[config.mk]
export PLATFORM = sky130hd
export DESIGN_NAME = snow64_normalize_unit
export DESIGN_NICKNAME = d
export VERILOG_FILES = /design/src/rtl/snow64_normalize_unit.sv
export SDC_FILE = /design/constraint.sdc
export NUM_CORES = 1
export LEC_CHECK = 0
export CORE_MARGIN = 3
export CORE_UTILIZATION = 56
export CTS_BUF_LIST = sky130_fd_sc_hd__clkbuf_4 sky130_fd_sc_hd__clkbuf_8 sky130_fd_sc_hd__clkbuf_16
export DETAILED_ROUTE_END_ITERATION = 8
export PLACE_DENSITY = 0.8
export SYNTH_ARGS = -nofsm -noshare
export SYNTH_HDL_FRONTEND = slang
export SYNTH_SLANG_ARGS = --single-unit
export TNS_END_PERCENT = 30
[constraint.sdc]
create_clock -name clk -period 6.3 [get_ports clk]
set_clock_uncertainty 0.15 [all_clocks]
set_input_delay 1.26 -clock clk [delete_from_list [all_inputs] [get_ports clk]]
set_output_delay 1.26 -clock clk [all_outputs]
set_load 0.02 [all_outputs]
[src/rtl/snow64_normalize_unit.sv]
// Iterative 64-bit normalizer: scans one 16-bit chunk per cycle from the MSB end,
// accumulating the leading-zero count, then registers the left-shifted operand.
module snow64_normalize_unit (
  input  logic        clk,
  input  logic        rst_n,
  input  logic        in_valid,
  output logic        in_ready,
  input  logic [63:0] in_data,
  output logic        out_valid,
  input  logic        out_ready,
  output logic [63:0] out_data,
  output logic [6:0]  out_lzc,
  output logic        out_zero
);

  typedef enum logic [1:0] {IDLE, SCAN, DONE} state_t;

  state_t      state_r, state_nxt;
  logic [63:0] data_r;
  logic [6:0]  cnt_r;
  logic [1:0]  idx_r;
  logic [15:0] chunk;
  logic [4:0]  chunk_clz;
  logic        chunk_zero;
  logic [6:0]  cnt_final;

  function automatic logic [4:0] clz16(input logic [15:0] v);
    logic [4:0] n;
    n = 5'd16;
    // Ascending scan: the last hit is the highest set bit.
    for (int i = 0; i < 16; i++) begin
      if (v[i]) n = 5'(15 - i);
    end
    return n;
  endfunction

  always_comb begin
    chunk = data_r[63:48];
    case (idx_r)
      2'd0:    chunk = data_r[63:48];
      2'd1:    chunk = data_r[47:32];
      2'd2:    chunk = data_r[31:16];
      default: chunk = data_r[15:0];
    endcase
  end

  // Single shared clz16 across all scan cycles.
  assign chunk_clz  = clz16(chunk);
  assign chunk_zero = (chunk == 16'd0);
  assign cnt_final  = cnt_r + {2'b00, chunk_clz};

  assign in_ready  = (state_r == IDLE);
  assign out_valid = (state_r == DONE);

  always_comb begin
    state_nxt = state_r;
    case (state_r)
      IDLE:    if (in_valid) state_nxt = SCAN;
      SCAN:    if (!chunk_zero || idx_r == 2'd3) state_nxt = DONE;
      DONE:    if (out_ready) state_nxt = IDLE;
      default: state_nxt = IDLE;
    endcase
  end

  always_ff @(posedge clk or negedge rst_n) begin
    if (!rst_n) state_r <= IDLE;
    else        state_r <= state_nxt;
  end

  always_ff @(posedge clk or negedge rst_n) begin
    if (!rst_n) begin
      data_r   <= 64'd0;
      cnt_r    <= 7'd0;
      idx_r    <= 2'd0;
      out_data <= 64'd0;
      out_lzc  <= 7'd0;
      out_zero <= 1'b0;
    end else begin
      case (state_r)
        IDLE: begin
          if (in_valid) begin
            data_r <= in_data;
            cnt_r  <= 7'd0;
            idx_r  <= 2'd0;
          end
        end
        SCAN: begin
          if (!chunk_zero) begin
            cnt_r    <= cnt_final;
            out_data <= data_r << cnt_final;
            out_lzc  <= cnt_final;
            out_zero <= 1'b0;
          end else if (idx_r == 2'd3) begin
            cnt_r    <= 7'd64;
            out_data <= 64'd0;
            out_lzc  <= 7'd64;
            out_zero <= 1'b1;
          end else begin
            cnt_r <= cnt_r + 7'd16;
            idx_r <= idx_r + 2'd1;
          end
        end
        default: ;
      endcase
    end
  end

endmodule

==> results.json <==
{
  "n_fill_cell": 1295,
  "vias": 9146,
  "synth_edf_count": 0,
  "io_pins": 142,
  "hold_ws_ns": 0.328,
  "synth-simple-area-share_pct": 16.3,
  "ff2ff_setup_slack_ns": 0.64,
  "syn_nets": 1078,
  "synth_top_family_by_area": "multiplexers",
  "seqCellArea_um2": 3680,
  "fin_nets": 1187,
  "cts_root_buf": "clkbuf_16",
  "worst_hold_startpoint": "out_data[28]$_DFFE_PN0P_",
  "cp_slowest_cell": "fa_4",
  "htree_levels": 4,
  "maxCapViolCount": 0,
  "yosysMostFrequentCell": "nand2_1",
  "critPathMaxFanout": 34,
  "fin_ws_ns": 0.640,
  "syn-cell-area_um2": 10200,
  "synth_cells": 999,
  "worstPathCellList": "inv_1, ha_1, a222oi_1, nor2b_1, o21ai_0, nand2_1, a21oi_1, o31ai_1, ha_2, inv_1, fa_4, buf_12, mux4_2, mux2i_1, mux4_2, or4_1, o211ai_1",
  "final_max_slew_viol_count": 0,
  "area_growth_pct": 22.0,
  "relSlewSlack_pct": 26.5,
  "tightest_slew_ns": 1.10,
  "drcViolationCount": 0,
  "grt_pass1_wl_mm": 50.6,
  "grt_max_degree": 97,
  "layout-drive-gt1-share_pct": 16.3,
  "yosys.area_share.xor_xnor_pct": 0.431,
  "cp-end-kind": "flop",
  "synth_compound_area_share_pct": 13.0,
  "cts_buffers": 17,
  "min_to": "out_data[28]$_DFFE_PN0P_",
  "first_iter_violations": 1461,
  "arrival_ns": 5.79,
  "status": "completed",
  "avgSynthCellArea_um2": 10.2,
  "synth_ff_type": "dfrtp_1",
  "totalWireLength_mm": 32.5,
  "multi_input_area_um2": 6080,
  "fin_crit_sh_pct": 89.8,
  "fmax_mhz": 177,
  "synth_area_leader_cell": "dfrtp_1",
  "cts_setup_buffers": 0,
  "holdPathStages": 2,
  "synth_cell_types": 65,
  "post_cts_resize_count": 0,
  "ctsHoldBuffers": 0,
  "ant_nets": 0,
  "required_ns": 6.43,
  "hold_path.class": "flop to flop",
  "clk_pin_slew_ns": 0.07,
  "synth_adder_area_share_pct": 1.43,
  "gp_congestion": 0.984,
  "cp-start-kind": "flop",
  "cts_tree": "yes",
  "num_antenna_cells": 0,
  "fp.dieW_um": 141,
  "period_needed_ns": 5.66,
  "grt_pass1_vias": 8750,
  "io_buffers": 141,
  "r2r_start": "idx_r[0]$_DFFE_PN0P_",
  "yosysWarnings": 0,
  "rsz0062_at_grt": "no",
  "clkSinkCount": 147,
  "routedWlPerCell_um": 24.1,
  "synth_top_area_share_pct": 36.2,
  "via_per_inst": 6.79,
  "r2r_end": "out_data[63]$_DFFE_PN0P_",
  "slowest_delay_ns": 1.04,
  "final_hold_viol_count": 0,
  "globalRoute.totalOverflow": 0,
  "dp_slack_ns": 0.733,
  "netlist_top_cells_count": "273 x nand2_1, 147 x dfrtp_1, 88 x mux2i_1",
  "initial_core_util_pct": 57.9,
  "antenna_found_initial": 0,
  "setup_viol": 0,
  "drt_pass1_iterations": 7,
  "coreArea_um2": 17500,
  "row_count": 48,
  "die_h_um": 141,
  "yosys-mux-area-fraction_pct": 28.1,
  "setup_tns_ns": 0,
  "clockBufferDepth": 2,
  "dp_hpwl_mm": 24.3,
  "dieArea_um2": 19800,
  "ys_async_sr_fraction_pct": 100,
  "synth.area.top_cells": "dfrtp_1 36%, mux4_2 17%, nand2_1 10%, mux2i_1 8.7%, mux2_2 2.8%",
  "grt.total_usage_pct": 32.8,
  "ys_seq_area_share_pct": 36.2,
  "synth-seq-cells": 147,
  "criticalPathCategory": "flop to flop",
  "clkLatencyLatePin_ns": 0.44,
  "r2r.worst_path.cells": 17
}
## cell type report
cell class / count / area share (%)
well taps: 225 / 2.27
clock inverters: 15 / 1.46
inverters: 16 / 0.485
flip-flops and latches: 147 / 29.7
repair buffers: 170 / 13.6
multi-input cells: 756 / 49.1
clock buffers: 17 / 3.44
## cell usage in the layout, fill, tap and decap left out, types with 3 or more instances in the layout
cell type and instances:
mux2_2 25, inv_6 6, o21a_1 3, o211ai_1 12
a221o_1 13, a31oi_1 6, nor3b_1 10, a22o_1 20
nand4_1 7, or2_2 5, inv_8 4, a21oi_1 19
o31ai_1 6, o21ai_1 7, nand2_1 271, nand2b_1 4
dfrtp_1 147, nor3_1 9, o21ai_0 26, a222oi_1 16
clkdlybuf4s50_1 140, ha_1 9, mux2i_1 88, buf_4 25
inv_1 15, a21o_1 5, a32o_1 7, nor2_1 19
nor4_1 12, nor2b_1 10, nand3_1 16, o221ai_1 7
clkbuf_16 17, buf_12 4, a32oi_1 3, mux4_2 75
or3_1 6
## worst max-delay path by stage
stage                               endpoint  slack [ns]                 start
finish              out_data[63]$_DFFE_PN0P_        0.64  idx_r[0]$_DFFE_PN0P_
global placement    out_data[40]$_DFFE_PN0P_        0.78  idx_r[0]$_DFFE_PN0P_
floorplan           out_data[62]$_DFFE_PN0P_        1.17  idx_r[0]$_DFFE_PN0P_
global route        out_data[41]$_DFFE_PN0P_        0.32  idx_r[0]$_DFFE_PN0P_
CTS                 out_data[41]$_DFFE_PN0P_        0.71  idx_r[0]$_DFFE_PN0P_
detailed placement  out_data[40]$_DFFE_PN0P_        0.73  idx_r[0]$_DFFE_PN0P_
## cells by family (layout without fill, tap and decap cells)
family	count (synthesis)	count (layout)
multiplexers	188	188
buffers and inverters	96	218
adder cells (fa/ha/maj)	11	11
XOR/XNOR	5	5
AND/OR/NAND/NOR	381	381
flip-flops	147	147
AO/OA/AOI/OAI	171	171
## worst max-delay path, delay by kind of cell, from the launching register on
family          cells  cell delay (ns)
simple gates        3             0.39
fa+ha+maj           3             1.65
flops               1             0.41
buf+inv             3             0.44
compound gates      5             0.99
mux                 3             1.44
## registers in the layout (all words and copies together), names as in the netlist
name	cells
out_data	64
out_lzc	7
data_r	64
idx_r	2
state_r	2
out_zero	1
cnt_r	7
## through the flow
stage	cells	utilization [%]	instance area, µm²
final	1346	70.6	12400
after global routing	1346	70.6	12400
after CTS	1346	70.6	12400
after detailed placement	1314	67.2	11800
after global placement	1314	67.2	11800
after floorplan	999	-	10200
## layer usage
layer,GRT usage [%],vias up,wire length (µm)
met5,0,-,0
met4,14.0,0,1490
met3,7.67,123,3360
met2,51.5,665,15200
met1,44.3,4393,12500
li1,-,3965,-
Power is left out: the tool's default activity adds up to more than one toggle a clock period on the data nets, which glitch-free logic cannot reach.
